[src/rtl/fetch_stage_if.sv]
// Fetch-stage bundle: icache request/response, hazard/redirect inputs and the IF/ID-facing outputs.
// The master side is the fetch stage; the slave side is everything around it.
interface fetch_stage_if;
    logic        ihit;
    logic [31:0] imemload;
    logic        stall;
    logic        redirect_valid;
    logic [31:0] redirect_pc;
    logic        imemREN;
    logic [31:0] imemaddr;
    logic [31:0] instruction_out;
    logic [31:0] pcn_out;
    logic        ifid_wen;
    logic        ifid_flush;
    logic [31:0] fetch_count;

    modport master (
        input  ihit,
        input  imemload,
        input  stall,
        input  redirect_valid,
        input  redirect_pc,
        output imemREN,
        output imemaddr,
        output instruction_out,
        output pcn_out,
        output ifid_wen,
        output ifid_flush,
        output fetch_count
    );

    modport slave (
        output ihit,
        output imemload,
        output stall,
        output redirect_valid,
        output redirect_pc,
        input  imemREN,
        input  imemaddr,
        input  instruction_out,
        input  pcn_out,
        input  ifid_wen,
        input  ifid_flush,
        input  fetch_count
    );
endinterface

[src/rtl/fetch_stage.sv]
// Instruction-fetch stage: owns the PC, drives the icache request, applies redirects
// (parking them while a miss is outstanding) and stops fetching after a HALT word.
module fetch_stage #(
    parameter logic [31:0] PC_INIT   = 32'h0000_0000,
    parameter logic [31:0] HALT_WORD = 32'hFFFF_FFFF
) (
    input logic          CLK,
    input logic          RST,
    fetch_stage_if.master bus
);

    typedef enum logic [0:0] {StRun, StHalted} state_e;

    state_e      state_q, state_d;
    logic [31:0] pc_q, pc_d;
    logic        pend_q, pend_d;
    logic [31:0] pend_pc_q, pend_pc_d;
    logic [31:0] count_q, count_d;
    logic        wen, flush;

    always_ff @(posedge CLK) begin
        if (RST) begin
            state_q   <= StRun;
            pc_q      <= PC_INIT;
            pend_q    <= 1'b0;
            pend_pc_q <= 32'h0;
            count_q   <= 32'h0;
        end else begin
            state_q   <= state_d;
            pc_q      <= pc_d;
            pend_q    <= pend_d;
            pend_pc_q <= pend_pc_d;
            count_q   <= count_d;
        end
    end

    always_comb begin
        state_d   = state_q;
        pc_d      = pc_q;
        pend_d    = pend_q;
        pend_pc_d = pend_pc_q;
        wen       = 1'b0;
        flush     = 1'b0;

        unique case (state_q)
            StRun: begin
                if (bus.redirect_valid && bus.ihit) begin
                    pc_d   = bus.redirect_pc;
                    pend_d = 1'b0;
                    flush  = 1'b1;
                end else if (bus.redirect_valid) begin
                    // The miss address must stay stable, so the target waits for the ihit.
                    pend_d    = 1'b1;
                    pend_pc_d = bus.redirect_pc;
                    flush     = 1'b1;
                end else if (pend_q && bus.ihit) begin
                    pc_d   = pend_pc_q;
                    pend_d = 1'b0;
                    flush  = 1'b1;
                end else if (bus.ihit && !bus.stall) begin
                    wen  = 1'b1;
                    pc_d = pc_q + 32'd4;
                    if (bus.imemload == HALT_WORD) begin
                        state_d = StHalted;
                    end
                end
            end
            StHalted: begin
                if (bus.redirect_valid) begin
                    pc_d    = bus.redirect_pc;
                    pend_d  = 1'b0;
                    state_d = StRun;
                    flush   = 1'b1;
                end
            end
            default: begin
                state_d = StRun;
            end
        endcase

        count_d = (wen && !flush) ? count_q + 32'd1 : count_q;
    end

    assign bus.imemREN         = (state_q == StRun);
    assign bus.imemaddr        = pc_q;
    assign bus.pcn_out         = pc_q + 32'd4;
    assign bus.instruction_out = bus.imemload;
    assign bus.ifid_wen        = wen;
    assign bus.ifid_flush      = flush;
    assign bus.fetch_count     = count_q;

endmodule
[src/flat_wrapper.sv]
// flat-port wrapper written by rule: the top's interface ports become plain ports
module fetch_stage_flat 
#(
    parameter logic [31:0] PC_INIT   = 32'h0000_0000,
    parameter logic [31:0] HALT_WORD = 32'hFFFF_FFFF
)
  (CLK, RST, bus_ihit, bus_imemload, bus_stall, bus_redirect_valid, bus_redirect_pc, bus_imemREN, bus_imemaddr, bus_instruction_out, bus_pcn_out, bus_ifid_wen, bus_ifid_flush, bus_fetch_count);
  fetch_stage_if bus_i ();
  input logic CLK;
  input logic RST;
  input wire logic [$bits(bus_i.ihit)-1:0] bus_ihit;
  input wire logic [$bits(bus_i.imemload)-1:0] bus_imemload;
  input wire logic [$bits(bus_i.stall)-1:0] bus_stall;
  input wire logic [$bits(bus_i.redirect_valid)-1:0] bus_redirect_valid;
  input wire logic [$bits(bus_i.redirect_pc)-1:0] bus_redirect_pc;
  output wire logic [$bits(bus_i.imemREN)-1:0] bus_imemREN;
  output wire logic [$bits(bus_i.imemaddr)-1:0] bus_imemaddr;
  output wire logic [$bits(bus_i.instruction_out)-1:0] bus_instruction_out;
  output wire logic [$bits(bus_i.pcn_out)-1:0] bus_pcn_out;
  output wire logic [$bits(bus_i.ifid_wen)-1:0] bus_ifid_wen;
  output wire logic [$bits(bus_i.ifid_flush)-1:0] bus_ifid_flush;
  output wire logic [$bits(bus_i.fetch_count)-1:0] bus_fetch_count;
  assign bus_i.ihit = bus_ihit;
  assign bus_i.imemload = bus_imemload;
  assign bus_i.stall = bus_stall;
  assign bus_i.redirect_valid = bus_redirect_valid;
  assign bus_i.redirect_pc = bus_redirect_pc;
  assign bus_imemREN = bus_i.imemREN;
  assign bus_imemaddr = bus_i.imemaddr;
  assign bus_instruction_out = bus_i.instruction_out;
  assign bus_pcn_out = bus_i.pcn_out;
  assign bus_ifid_wen = bus_i.ifid_wen;
  assign bus_ifid_flush = bus_i.ifid_flush;
  assign bus_fetch_count = bus_i.fetch_count;
  fetch_stage #(.PC_INIT(PC_INIT), .HALT_WORD(HALT_WORD)) u_core (.CLK(CLK), .RST(RST), .bus(bus_i));
endmodule
[config.mk]
export PLATFORM = sky130hd
export DESIGN_NAME = fetch_stage_flat
export DESIGN_NICKNAME = d
export VERILOG_FILES = /design/src/rtl/fetch_stage_if.sv /design/src/rtl/fetch_stage.sv /design/src/flat_wrapper.sv
export SDC_FILE = /design/constraint.sdc
export NUM_CORES = 1
export LEC_CHECK = 0
export BUFFER_PORTS_ARGS = -buffer_cell sky130_fd_sc_hd__buf_2
export CAP_MARGIN = 10
export CORE_MARGIN = 3
export CORE_UTILIZATION = 45
export DETAILED_ROUTE_END_ITERATION = 10
export PLACE_DENSITY = 0.74
export SKIP_LAST_GASP = 1
export SYNTH_ARGS = -nofsm -noshare
export SYNTH_HDL_FRONTEND = slang
export SYNTH_SLANG_ARGS = --single-unit
[constraint.sdc]
create_clock -name CLK -period 2.8 [get_ports CLK]
set_input_delay 0 -clock CLK [delete_from_list [all_inputs] [get_ports CLK]]
set_output_delay 0 -clock CLK [all_outputs]
set_load 0.02 [all_outputs]
Word-level counts from Yosys, hierarchy flattened
Index checks and enable logic that the tools add are counted.
{ "word_totals": {"register_bits": 98, "latchBits": 0, "mem_bits_rw": 0, "mem_bits_ro": 0, "inputBits": 69, "out_inout_bits": 131, "elab_cells": 51, "mem_count": 0} }
{ "classes": {"addsub": 2, "n_mul": 0, "n_div": 0, "magnitude_cmp": 0, "n_eq_ne": 5, "shift": 0, "n_mux": 28, "n_bitwise": 2, "n_reduce_logical": 9} }
{ "ops": {"columns": ["operator", "count"], "rows": [
  ["32-bit two-way mux", 5],
  ["32-bit one-hot mux with 2 select lines", 1],
  ["32-bit by 1-bit adder with 32-bit output (second input constant)", 1],
  ["32-bit by 3-bit adder with 32-bit output (second input constant)", 1],
  ["32-bit equality test (second input constant)", 1],
  ["1-bit two-way mux", 19],
  ["1-bit one-hot mux with 2 select lines", 3],
  ["3-bit AND reduction", 2],
  ["1-bit logical AND", 4],
  ["4-bit by 1-bit != test with 1-bit output (second input constant)", 1],
  ["4-bit by 2-bit != test with 1-bit output (second input constant)", 1],
  ["3-bit by 2-bit != test with 1-bit output (second input constant)", 1],
  ["1-bit logical NOT", 2],
  ["2-bit != test (second input constant)", 1],
  ["1-bit NOT", 2],
  ["2-bit AND reduction", 1]
]} }

Depth between registers and ports, before layout
{ "logic_depth": {"word_depth": 8, "depth_mapped": 9, "ltp_nobuf": 7} }

Worst setup path after synthesis
OpenSTA, ideal clock, no wires.
{ "synth_path": {"kind": "reg2reg", "startpoint": "register u_core.pc_q[6] (netlist: u_core.bus.imemaddr[6])", "endpoint": "register u_core.pc_q[16] (netlist: u_core.bus.imemaddr[16])", "setup_ns": 0.086, "t_arrival_ns": 2.124, "required_time_ns": 2.714, "path_slack_ns": 0.591, "stages_incl_launch_ff": 8, "n_path_buf": 2, "synth_period_minus_slack_ns": 2.209, "path_cell_list": "dfxtp_1 > clkbuf_1 > nand4_1 > clkbuf_1 > nor4_1 > xor2_1 > o211ai_1 > a211oi_1"} }
{ "synth_between": {"elab_chain_len": 6} }
{ "synth_lines": {"columns": ["item", "line", "source"], "rows": [
  ["start: declaration", "fetch_stage.sv:15", "logic [31:0] pc_q, pc_d;"],
  ["start signal: assignment", "fetch_stage.sv:30", "pc_q <= pc_d;"],
  ["32-bit by 3-bit adder with 32-bit output", null, null],
  ["net bus_pcn_out[16]", "flat_wrapper.sv:19", "output wire logic [$bits(bus_i.pcn_out)-1:0] bus_pcn_out;"],
  ["32-bit two-way mux", "fetch_stage.sv:60", "end else if (bus.ihit && !bus.stall) begin"],
  ["32-bit two-way mux", "fetch_stage.sv:56", "end else if (pend_q && bus.ihit) begin"],
  ["32-bit two-way mux", "fetch_stage.sv:51", "end else if (bus.redirect_valid) begin"],
  ["32-bit two-way mux", "fetch_stage.sv:47", "if (bus.redirect_valid && bus.ihit) begin"],
  ["32-bit one-hot mux with 2 select lines", "fetch_stage.sv:45", "unique case (state_q)"]
]} }
The timed path passes the listed nets, and every way through them passes these cells. The select of a mux whose other input is x is not followed.
A chain may end at the register's enable or synchronous reset.

Worst setup path after layout
{ "layout_path": {"startpoint": "register u_core.pc_q[11] (netlist: u_core.bus.imemaddr[11])", "endpoint": "output port bus_pcn_out[27]"} }
{ "layout_between": {"elab_chain_len": 1} }
{ "layout_lines": {"columns": ["item", "line", "source"], "rows": [
  ["32-bit by 3-bit adder with 32-bit output", "fetch_stage.sv:86", "assign bus.pcn_out = pc_q + 32'd4;"],
  ["end: declaration", "flat_wrapper.sv:19", null]
]} }
Every way passes these cells.

==> run_results.csv <==
group,metric,value,unit
detailed_routing,via_count,5907,
yosys,synth_top_cell_by_area,"dfxtp_1",
flow_run,cap_violations,0,
global_routing,grt_max_degree,57,
placement,dp.cells,996,
detailed_routing,drcViolationCount,0,
layout,stdcell_count,1044,
detailed_routing,drtPass1Iterations,5,
yosys,async_flop_share,0,%
detailed_routing,first_iter_violations,459,
yosys,synthTopCellsByArea,"dfxtp_1, nand2_1, a21oi_1",
sta,period_minus_slack,2.59,ns
setup_path,worstPathMaxFanout,12,
power_and_ir_drop,ir_drop,380,µV
floorplan,die_w,116,µm
placement,io_buffer_count,199,
layout,layout_commonest_cell,"buf_2",
detailed_routing,wire_per_inst,16.2,µm
yosys,synth_ff_type,"dfxtp_1",
setup_path,path_class,"flop to output pin",
cts,cts_tree,"built",
sta,worst_slack,0.215,ns
placement,dp_slack,0.523,ns
power_and_ir_drop,finalPower,3.29,mW
floorplan,core_area,11700,µm²
setup_path,cp-end-kind,"output pin",
cts,root_buffer,"clkbuf_16",
sta,drv_slew,0,
sta,setup_tns,0,ns
placement,place_area,6340,µm²
global_routing,grt_pass1_wl,27100,µm
yosys,yosys_warnings,0,
layout,finish.instance_area,6930,µm²
sta,finClkSkew,0.00832,ns
power_and_ir_drop,power.leakage,2.97,nW
yosys,synth_top_area_share,35.7,%
power_and_ir_drop,p_switching,1.00,mW
yosys,avgSynthCellArea,7.61,µm²
floorplan,ios,200,
power_and_ir_drop,clkPwrFrac,35.4,%
placement,dp_hpwl,12000,µm
placement,place_congestion,0.947,
power_and_ir_drop,switching_share,30.5,%
detailed_routing,ant_nets,0,
cts,clk_latency,0.35,ns
sta,max_freq,387,MHz
min_path,hold_class,"primary input to flop",
sta,tightest_slew,0.727,ns
sta,relSlewSlack,51.1,%
layout,post-route-util,59.4,%
cts,path_clk_slew,0.07,ns
yosys,ys_seq_area_share,35.7,%
detailed_routing,wl,16900,µm
power_and_ir_drop,power_frac_seq,46.3,%
yosys,syn_area,5490,µm²
floorplan,die_height,116,µm
yosys,synth_nets,792,
layout,final_cell_mix,"buf_2, nand2_1, dfxtp_1",
sta,hold_viol_final,0,
sta,finalSetupViolations,0,
floorplan,initial_core_util,47.1,%
cts,clock-sinks,98,
sta,period_share,92.3,%
power_and_ir_drop,power.density,475,nW/µm²
global_routing,globalRouteOverflowTotal,0,
cts,cts-buffers-inserted,9,
global_routing,first_global_vias,5504,
cts,h-tree-depth,3,
layout,diodes,0,
yosys,syn_inst,721,
sta,hold-worst-slack,0.0873,ns
setup_path,timing.critical_path.from_type,"flop",
layout,finalNetCount,967,
global_routing,gr-usage-all-layers,24.7,%
outcome,status,"finished, final reports clean",
floorplan,dieArea,13600,µm²
layout,drive_gt1_share,26.6,%
yosys,ys_types,58,
cts,cts.path.max_buffers,2,
detailed_routing,via_per_inst,5.66,
power_and_ir_drop,p_int,2.29,mW
sta,rsz0062_at_grt,"false",
cts,post_cts_buffers,0,
yosys,synth_edf_count,0,
global_routing,antenna_found_initial,0,
layout,area_delta_synth_final,26.3,%
power_and_ir_drop,p_comb_share,18.2,%
setup_path,cp.required,2.80,ns
floorplan,rows,39,
yosys,ys_seq_elements,98,
setup_path,arrival,2.59,ns
==> power groups by stage <==
| stage | clock, mW | sequential [mW] | combinational [mW] |
|---|---|---|---|
| detailed placement | 0 | 1.55 | 0.564 |
| global route | 1.25 | 1.53 | 0.653 |
| finish | 1.17 | 1.52 | 0.600 |
| floorplan | 0 | 1.57 | 0.344 |
| CTS | 1.19 | 1.52 | 0.600 |
| global placement | 0 | 1.55 | 0.563 |
==> area by class of cell <==
type	instances	area, µm²
timing repair buffer	247	1440
clock buffer	11	233
tap	143	179
sequential	98	1960
inverter	9	33.8
multi-input combinational	531	3050
clock inverter	5	41.3
fill	1103	4730
==> worst max-delay path, cell delays in order (launching register included) <==
cell and delay [ns]:
dfxtp_1 0.46, nand3_1 0.27, nor2_1 0.17, buf_4 0.19, nand4_1 0.45, nor2_1 0.31
xor2_1 0.20, buf_2 0.19
==> sequential cells by signal (all words and copies together), names as in the netlist <==
name                    flops
u_core.pend_pc_q           32
u_core.state_q              1
u_core.pend_q               1
u_core.bus.fetch_count     32
u_core.bus.imemaddr        32
==> metal layers <==
layer  vias up  part of all wire [%]  global-route usage, %
li1       2890                     -                      -
met1      2694                    43                   33.0
met2       293                    44                   38.5
met3        30                    10                   6.58
met4         0                   2.3                   8.74
met5         -                     0                      0
==> Yosys cell counts (7+ instances only) <==
library cell / count
and3_1: 15
a31oi_1: 9
nand4_1: 33
nor3_1: 10
nand2_1: 111
nor2_1: 57
dfxtp_1: 98
and4_1: 8
o21ai_0: 30
or3_1: 12
clkbuf_1: 43
nand3_1: 38
a211oi_1: 10
buf_4: 34
inv_1: 7
xnor2_1: 24
o211ai_1: 13
a21oi_1: 65
xor2_1: 27
nor4_1: 11
==> kinds of logic after synthesis <==
family | count (synthesis) | share of synthesized area (%)
XOR/XNOR | 51 | 8.14
adder cells (fa/ha/maj) | 2 | 0.456
buffers and inverters | 92 | 8.86
flip-flops | 98 | 35.7
multiplexers | 1 | 0.182
AND/OR/NAND/NOR | 319 | 28.9
AO/OA/AOI/OAI | 158 | 17.7
==> worst paths after layout <==
path,start,to,slack (ns),cells past startpoint
setup / recovery,u_core.bus.imemaddr[11],bus_pcn_out[27],0.21,7
hold / removal,bus_stall,u_core.bus.fetch_count[4],0.09,4
setup reg to reg,u_core.bus.imemaddr[11],u_core.bus.imemaddr[29],0.47,6
hold reg to reg,u_core.pend_pc_q[23],u_core.pend_pc_q[23],0.45,2
==> timing repair <==
item	CTS	global route
hold buffers	32	0
endpoints found under the hold margin	38	0
resized for setup	0	0
Power figures use the tool's default switching activity.
